<file path="config.mk">
export PLATFORM = sky130hd
export DESIGN_NAME = riscvsys_ev_mon
export DESIGN_NICKNAME = d
export VERILOG_FILES = /design/src/rtl/riscvsys_ev_mon.sv
export SDC_FILE = /design/constraint.sdc
export NUM_CORES = 1
export LEC_CHECK = 0
export CAP_MARGIN = 20
export CORE_MARGIN = 2
export CORE_UTILIZATION = 26
export CTS_CLUSTER_SIZE = 10
export DETAILED_ROUTE_END_ITERATION = 8
export PLACE_DENSITY = 0.76
export SLEW_MARGIN = 20
export SYNTH_ARGS = -nofsm -noshare
export SYNTH_HDL_FRONTEND = slang
export SYNTH_SLANG_ARGS = --single-unit
</file>
<file path="constraint.sdc">
create_clock -name i_clk -period 1.5 [get_ports i_clk]
set_input_delay 0.3 -clock i_clk [delete_from_list [all_inputs] [get_ports i_clk]]
set_output_delay 0.3 -clock i_clk [all_outputs]
set_load 0.01 [all_outputs]
</file>
<file path="src/rtl/riscvsys_ev_mon.sv">
// Per-instruction event monitor for picorv32: one registered pulse per launched
// instruction on the event output matching each asserted decode flag.
module riscvsys_ev_mon #(
  parameter int PC_W = 32
) (
  input  logic            i_clk,
  input  logic            i_rst,
  input  logic            i_instr_lui,
  input  logic            i_instr_auipc,
  input  logic            i_instr_jal,
  input  logic            i_instr_jalr,
  input  logic            i_instr_beq,
  input  logic            i_instr_bne,
  input  logic            i_instr_blt,
  input  logic            i_instr_bge,
  input  logic            i_instr_bltu,
  input  logic            i_instr_bgeu,
  input  logic            i_instr_lb,
  input  logic            i_instr_lh,
  input  logic            i_instr_lw,
  input  logic            i_instr_lbu,
  input  logic            i_instr_lhu,
  input  logic            i_instr_sb,
  input  logic            i_instr_sh,
  input  logic            i_instr_sw,
  input  logic            i_instr_addi,
  input  logic            i_instr_slti,
  input  logic            i_instr_sltiu,
  input  logic            i_instr_xori,
  input  logic            i_instr_ori,
  input  logic            i_instr_andi,
  input  logic            i_instr_slli,
  input  logic            i_instr_srli,
  input  logic            i_instr_srai,
  input  logic            i_instr_add,
  input  logic            i_instr_sub,
  input  logic            i_instr_sll,
  input  logic            i_instr_slt,
  input  logic            i_instr_sltu,
  input  logic            i_instr_xor,
  input  logic            i_instr_srl,
  input  logic            i_instr_sra,
  input  logic            i_instr_or,
  input  logic            i_instr_and,
  input  logic            i_instr_rdcycle,
  input  logic            i_instr_rdcycleh,
  input  logic            i_instr_rdinstr,
  input  logic            i_instr_rdinstrh,
  input  logic            i_instr_ecall_ebreak,
  input  logic            i_instr_getq,
  input  logic            i_instr_setq,
  input  logic            i_instr_retirq,
  input  logic            i_instr_maskirq,
  input  logic            i_instr_waitirq,
  input  logic            i_instr_timer,
  input  logic            i_instr_trap,
  input  logic [PC_W-1:0] i_pc,
  input  logic [PC_W-1:0] i_next_pc,
  input  logic            i_dbg_next,
  output logic            ev_lui,
  output logic            ev_auipc,
  output logic            ev_jal,
  output logic            ev_jalr,
  output logic            ev_beq,
  output logic            ev_bne,
  output logic            ev_blt,
  output logic            ev_bge,
  output logic            ev_bltu,
  output logic            ev_bgeu,
  output logic            ev_lb,
  output logic            ev_lh,
  output logic            ev_lw,
  output logic            ev_lbu,
  output logic            ev_lhu,
  output logic            ev_sb,
  output logic            ev_sh,
  output logic            ev_sw,
  output logic            ev_addi,
  output logic            ev_slti,
  output logic            ev_sltiu,
  output logic            ev_xori,
  output logic            ev_ori,
  output logic            ev_andi,
  output logic            ev_slli,
  output logic            ev_srli,
  output logic            ev_srai,
  output logic            ev_add,
  output logic            ev_sub,
  output logic            ev_sll,
  output logic            ev_slt,
  output logic            ev_sltu,
  output logic            ev_xor,
  output logic            ev_srl,
  output logic            ev_sra,
  output logic            ev_or,
  output logic            ev_and,
  output logic            ev_rdcycle,
  output logic            ev_rdcycleh,
  output logic            ev_rdinstr,
  output logic            ev_rdinstrh,
  output logic            ev_ecall_ebreak,
  output logic            ev_getq,
  output logic            ev_setq,
  output logic            ev_retirq,
  output logic            ev_maskirq,
  output logic            ev_waitirq,
  output logic            ev_timer,
  output logic            ev_trap
);

  localparam int NUM_EV = 49;

  logic [NUM_EV-1:0] flags;
  logic [NUM_EV-1:0] ev_q;
  logic [PC_W-1:0]   last_pc;
  logic [PC_W-1:0]   last_next_pc;

  assign flags = {i_instr_trap, i_instr_timer, i_instr_waitirq, i_instr_maskirq,
                  i_instr_retirq, i_instr_setq, i_instr_getq, i_instr_ecall_ebreak,
                  i_instr_rdinstrh, i_instr_rdinstr, i_instr_rdcycleh, i_instr_rdcycle,
                  i_instr_and, i_instr_or, i_instr_sra, i_instr_srl,
                  i_instr_xor, i_instr_sltu, i_instr_slt, i_instr_sll,
                  i_instr_sub, i_instr_add, i_instr_srai, i_instr_srli,
                  i_instr_slli, i_instr_andi, i_instr_ori, i_instr_xori,
                  i_instr_sltiu, i_instr_slti, i_instr_addi, i_instr_sw,
                  i_instr_sh, i_instr_sb, i_instr_lhu, i_instr_lbu,
                  i_instr_lw, i_instr_lh, i_instr_lb, i_instr_bgeu,
                  i_instr_bltu, i_instr_bge, i_instr_blt, i_instr_bne,
                  i_instr_beq, i_instr_jalr, i_instr_jal, i_instr_auipc,
                  i_instr_lui};

  // Flags stay high across multi-cycle instructions, so only the launch strobe
  // may turn them into events; PCs are kept for debug visibility only.
  always_ff @(posedge i_clk or posedge i_rst) begin
    if (i_rst) begin
      ev_q         <= '0;
      last_pc      <= '0;
      last_next_pc <= '0;
    end else begin
      ev_q <= flags & {NUM_EV{i_dbg_next}};
      if (i_dbg_next) begin
        last_pc      <= i_pc;
        last_next_pc <= i_next_pc;
      end
    end
  end

  assign {ev_trap, ev_timer, ev_waitirq, ev_maskirq,
          ev_retirq, ev_setq, ev_getq, ev_ecall_ebreak,
          ev_rdinstrh, ev_rdinstr, ev_rdcycleh, ev_rdcycle,
          ev_and, ev_or, ev_sra, ev_srl,
          ev_xor, ev_sltu, ev_slt, ev_sll,
          ev_sub, ev_add, ev_srai, ev_srli,
          ev_slli, ev_andi, ev_ori, ev_xori,
          ev_sltiu, ev_slti, ev_addi, ev_sw,
          ev_sh, ev_sb, ev_lhu, ev_lbu,
          ev_lw, ev_lh, ev_lb, ev_bgeu,
          ev_bltu, ev_bge, ev_blt, ev_bne,
          ev_beq, ev_jalr, ev_jal, ev_auipc,
          ev_lui} = ev_q;

endmodule

</file>
==> impl_metrics.json, run 1 <==
{
  "critical_path.n_buffers_inverters": 1,
  "postSynthRegisterBits": 49,
  "slowest_stage": "sky130_fd_sc_hd__clkdlybuf4s50_1",
  "drt_first_iter_violations": 67,
  "path_cells": "clkdlybuf4s50_1",
  "max-vdd-ir-drop_mv": 0.3491,
  "die_y_um": 82.30,
  "critPathTopFamily": "buffers and inverters",
  "final-hold-violation-count": 0,
  "critical_path_maximum_fanout": 1,
  "route.vias.total": 1085,
  "relSlewSlack": 0.8219,
  "grt_start_max_net_pins": 50,
  "final_layout_size_suffix_gt1_frac": 0.1333,
  "synth.avg_cell_area_um2": 15.33,
  "routed_wl_um": 3695,
  "power_leakage_nw": 1.601,
  "regArea_um2": 1226,
  "grt_first_pass_wirelength_um": 5382,
  "synth_area_in_compound_gates": 0,
  "layout-area-overhead-vs-synth_pct": 79.98,
  "fmax_mhz": 683.7,
  "cp_data_arrival_time_ps": 1160,
  "multiInputGateArea_um2": 326.6,
  "ctsRootBufferMaster": "sky130_fd_sc_hd__clkbuf_8",
  "detail_route.first_pass.iterations": 3,
  "final_max_slew_viol_count": 0,
  "filler_cell_count": 509,
  "grt_pass1_vias": 1061,
  "synth_warnings": 0,
  "synth_sequential_area_ratio": 0.7692,
  "synth_cell_types": 6,
  "synthDominantCellAreaShare": 0.7692,
  "synthDominantAreaCellType": "sky130_fd_sc_hd__dfrtp_1",
  "layout_min_cycle_time_ps": 1463,
  "floorplan.die.width_um": 82.30,
  "fp.dieArea_um2": 6773,
  "post_synthesis_cell_area_um2": 1594,
  "placement_rows": 28,
  "numCtsBuffers": 5,
  "min_path_type": "input pin to asynchronous set/reset pin",
  "crit_start": "ev_q[26]",
  "max_cap_viols": 0,
  "hold_ws_ps": 327.6,
  "biggestRegsByFlops": "ev_q: 49 flops",
  "final_min_period_over_clock_period": 0.9751,
  "io-pin-count": 165,
  "drc_errors": 0,
  "floorplan.initialDensity": 0.2692,
  "cp.required_ps": 1200,
  "synth_edf_count": 0,
  "detail_route.wl_per_cell_um": 12.96,
  "cp_slowest_stage_delay_ps": 540,
  "async_reset_ff_frac": 1.000,
  "nets": 325,
  "core-area_um2": 5921,
  "layout_setup_ws_ps": 37.37,
  "yosys-mux-area-fraction": 0,
  "gr-total-overflow": 0,
  "power_density_nw_per_um2": 964.8,
  "drt.antenna.violating_nets": 0,
  "setup.worst_path.start_class": "flop",
  "postSynthNetCount": 220,
  "place_hpwl_um": 2565,
  "yosys-top-cells-count": "49 x sky130_fd_sc_hd__dfrtp_1, 33 x sky130_fd_sc_hd__and2_1, 16 x sky130_fd_sc_hd__and2_2",
  "final-setup-viol-count": 0,
  "tritoncts_num_sinks": 49,
  "cts_max_path_buffers": 2,
  "final_estimated_routing_congestion_in_global_placement": 0.6641,
  "transition_time_at_the_pin_with_the_least_slew_margin_ps": 267.1,
  "place_worst_setup_slack_ps": 192.3,
  "synthSimpleGateAreaFrac": 0.2049,
  "grt.total_usage": 0.1070,
  "diodes": 0,
  "crit_path_end_kind": "output port",
  "synth_top_family_by_area": "simple AND/OR/NAND/NOR gates",
  "synth_most_common_cell": "sky130_fd_sc_hd__dfrtp_1",
  "detail_route.vias_per_cell": 3.807,
  "syn_inst": 104,
  "cts_tree": "yes",
  "run_status": "finished clean",
  "area_share_of_xor_xnor_cells_in_the_synthesized_design": 0,
  "total_neg_setup_slack_ps": 0,
  "clk_transition_reported_paths_ps": 90,
  "synth_ff_type": "sky130_fd_sc_hd__dfrtp_1",
  "timing.setup.critical_path_class": "flop to output port",
  "h-tree-depth": 2,
  "grt_antenna_before_repair": 0,
  "layout.core_utilization": 0.4846,
  "register_with_the_highest_flop_count": "ev_q",
  "netlist_top_cells_area": "sky130_fd_sc_hd__dfrtp_1 77%, sky130_fd_sc_hd__and2_1 13%, sky130_fd_sc_hd__and2_2 7.5%, sky130_fd_sc_hd__buf_6 1.4%, sky130_fd_sc_hd__clkbuf_2 0.94%",
  "io_buffers": 100,
  "largest_register_ffs": 49,
  "post_synth_fa_ha_maj_area_fraction": 0
}
[where the power goes]
group / leakage [nW] / switching (W) / total, W / internal, W
clock network: 0.0574 / 0.000431 / 0.000974 / 0.000542
logic: 0.912 / 0.000133 / 0.000393 / 0.000260
registers: 0.632 / 0.0000157 / 0.00140 / 0.00139
[timing repair]
item	CTS	global route
gates resized for setup	2	26
buffers inserted	0	0
setup endpoints to repair	2	26
hold buffers	0	0
gates cloned	0	0
[stage by stage]
step | total power [W] | instance area [um2] | cells
after floorplan | 0.001551 | 1594 | 104
after global placement | 0.001831 | 2686 | 277
after detailed placement | 0.001840 | 2686 | 277
after CTS | 0.002822 | 2804 | 285
after global routing | 0.002888 | 2869 | 285
final | 0.002768 | 2869 | 285
[kinds of logic after synthesis]
| group | Yosys count |
|---|---|
| buffers and inverters | 6 |
| DFF | 49 |
| and+or+nand+nor | 49 |
[cell type report]
type                       instances  share of cell area
clock inverter                     2             0.01308
clock buffer                       6             0.02878
timing repair buffer             103              0.3829
inverter                           1            0.001308
tap                               75             0.03271
sequential                        49              0.4274
multi-input combinational         49              0.1138
[layout by cell type (no fill, tap or decap)]
cell type / netlist / final
sky130_fd_sc_hd__and2_1: 33 / 33
sky130_fd_sc_hd__and2_2: 16 / 16
sky130_fd_sc_hd__buf_12: 0 / 1
sky130_fd_sc_hd__buf_4: 0 / 2
sky130_fd_sc_hd__bufinv_16: 0 / 1
sky130_fd_sc_hd__clkbuf_8: 0 / 6
sky130_fd_sc_hd__clkdlybuf4s50_1: 0 / 72
sky130_fd_sc_hd__clkinvlp_4: 0 / 1
sky130_fd_sc_hd__dfrtp_1: 49 / 49
sky130_fd_sc_hd__dlygate4sd2_1: 0 / 2
sky130_fd_sc_hd__dlymetal6s2s_1: 0 / 26
sky130_fd_sc_hd__inv_2: 0 / 1
[worst max path at each step]
stage | end | slack, ps | cells after the start
6_report | ev_srai | 40 | 1
5_1_grt | ev_rdinstrh | -0.2 | 1
4_1_cts | ev_rdinstr | 3 | 1
3_5_place_dp | ev_q[2] | 190 | 3
3_3_place_gp | ev_q[5] | 210 | 3
2_1_floorplan | ev_q[0] | 30 | 1
[metal layers]
layer	GRT usage	up-vias	routed length (um)	share of wire
met5	0	-	0	0
met3	0.03587	6	410	0.11
met4	0.05000	0	64	0.017
met2	0.1758	64	1823	0.49
met1	0.1256	498	1397	0.38
li1	-	517	-	-
(Power assumes the default switching activity.)
==> run 2, diff against run 1 <==
--- a/config.mk
+++ b/config.mk
@@ -8,6 +8,7 @@
 export CAP_MARGIN = 20
 export CORE_MARGIN = 2
 export CORE_UTILIZATION = 26
+export CTS_BUF_LIST = sky130_fd_sc_hd__clkbuf_8
 export CTS_CLUSTER_SIZE = 10
 export DETAILED_ROUTE_END_ITERATION = 8
 export PLACE_DENSITY = 0.76
==> results of run 2 <==
Final layout, timing and power as in run 1 (identical DEF).
==> run 3, diff against run 2 <==
--- a/config.mk
+++ b/config.mk
@@ -5,7 +5,7 @@
 export SDC_FILE = /design/constraint.sdc
 export NUM_CORES = 1
 export LEC_CHECK = 0
-export CAP_MARGIN = 20
+export CAP_MARGIN = 10
 export CORE_MARGIN = 2
 export CORE_UTILIZATION = 26
 export CTS_BUF_LIST = sky130_fd_sc_hd__clkbuf_8
==> results of run 3 <==
Final layout, timing and power as in run 1 (identical DEF).
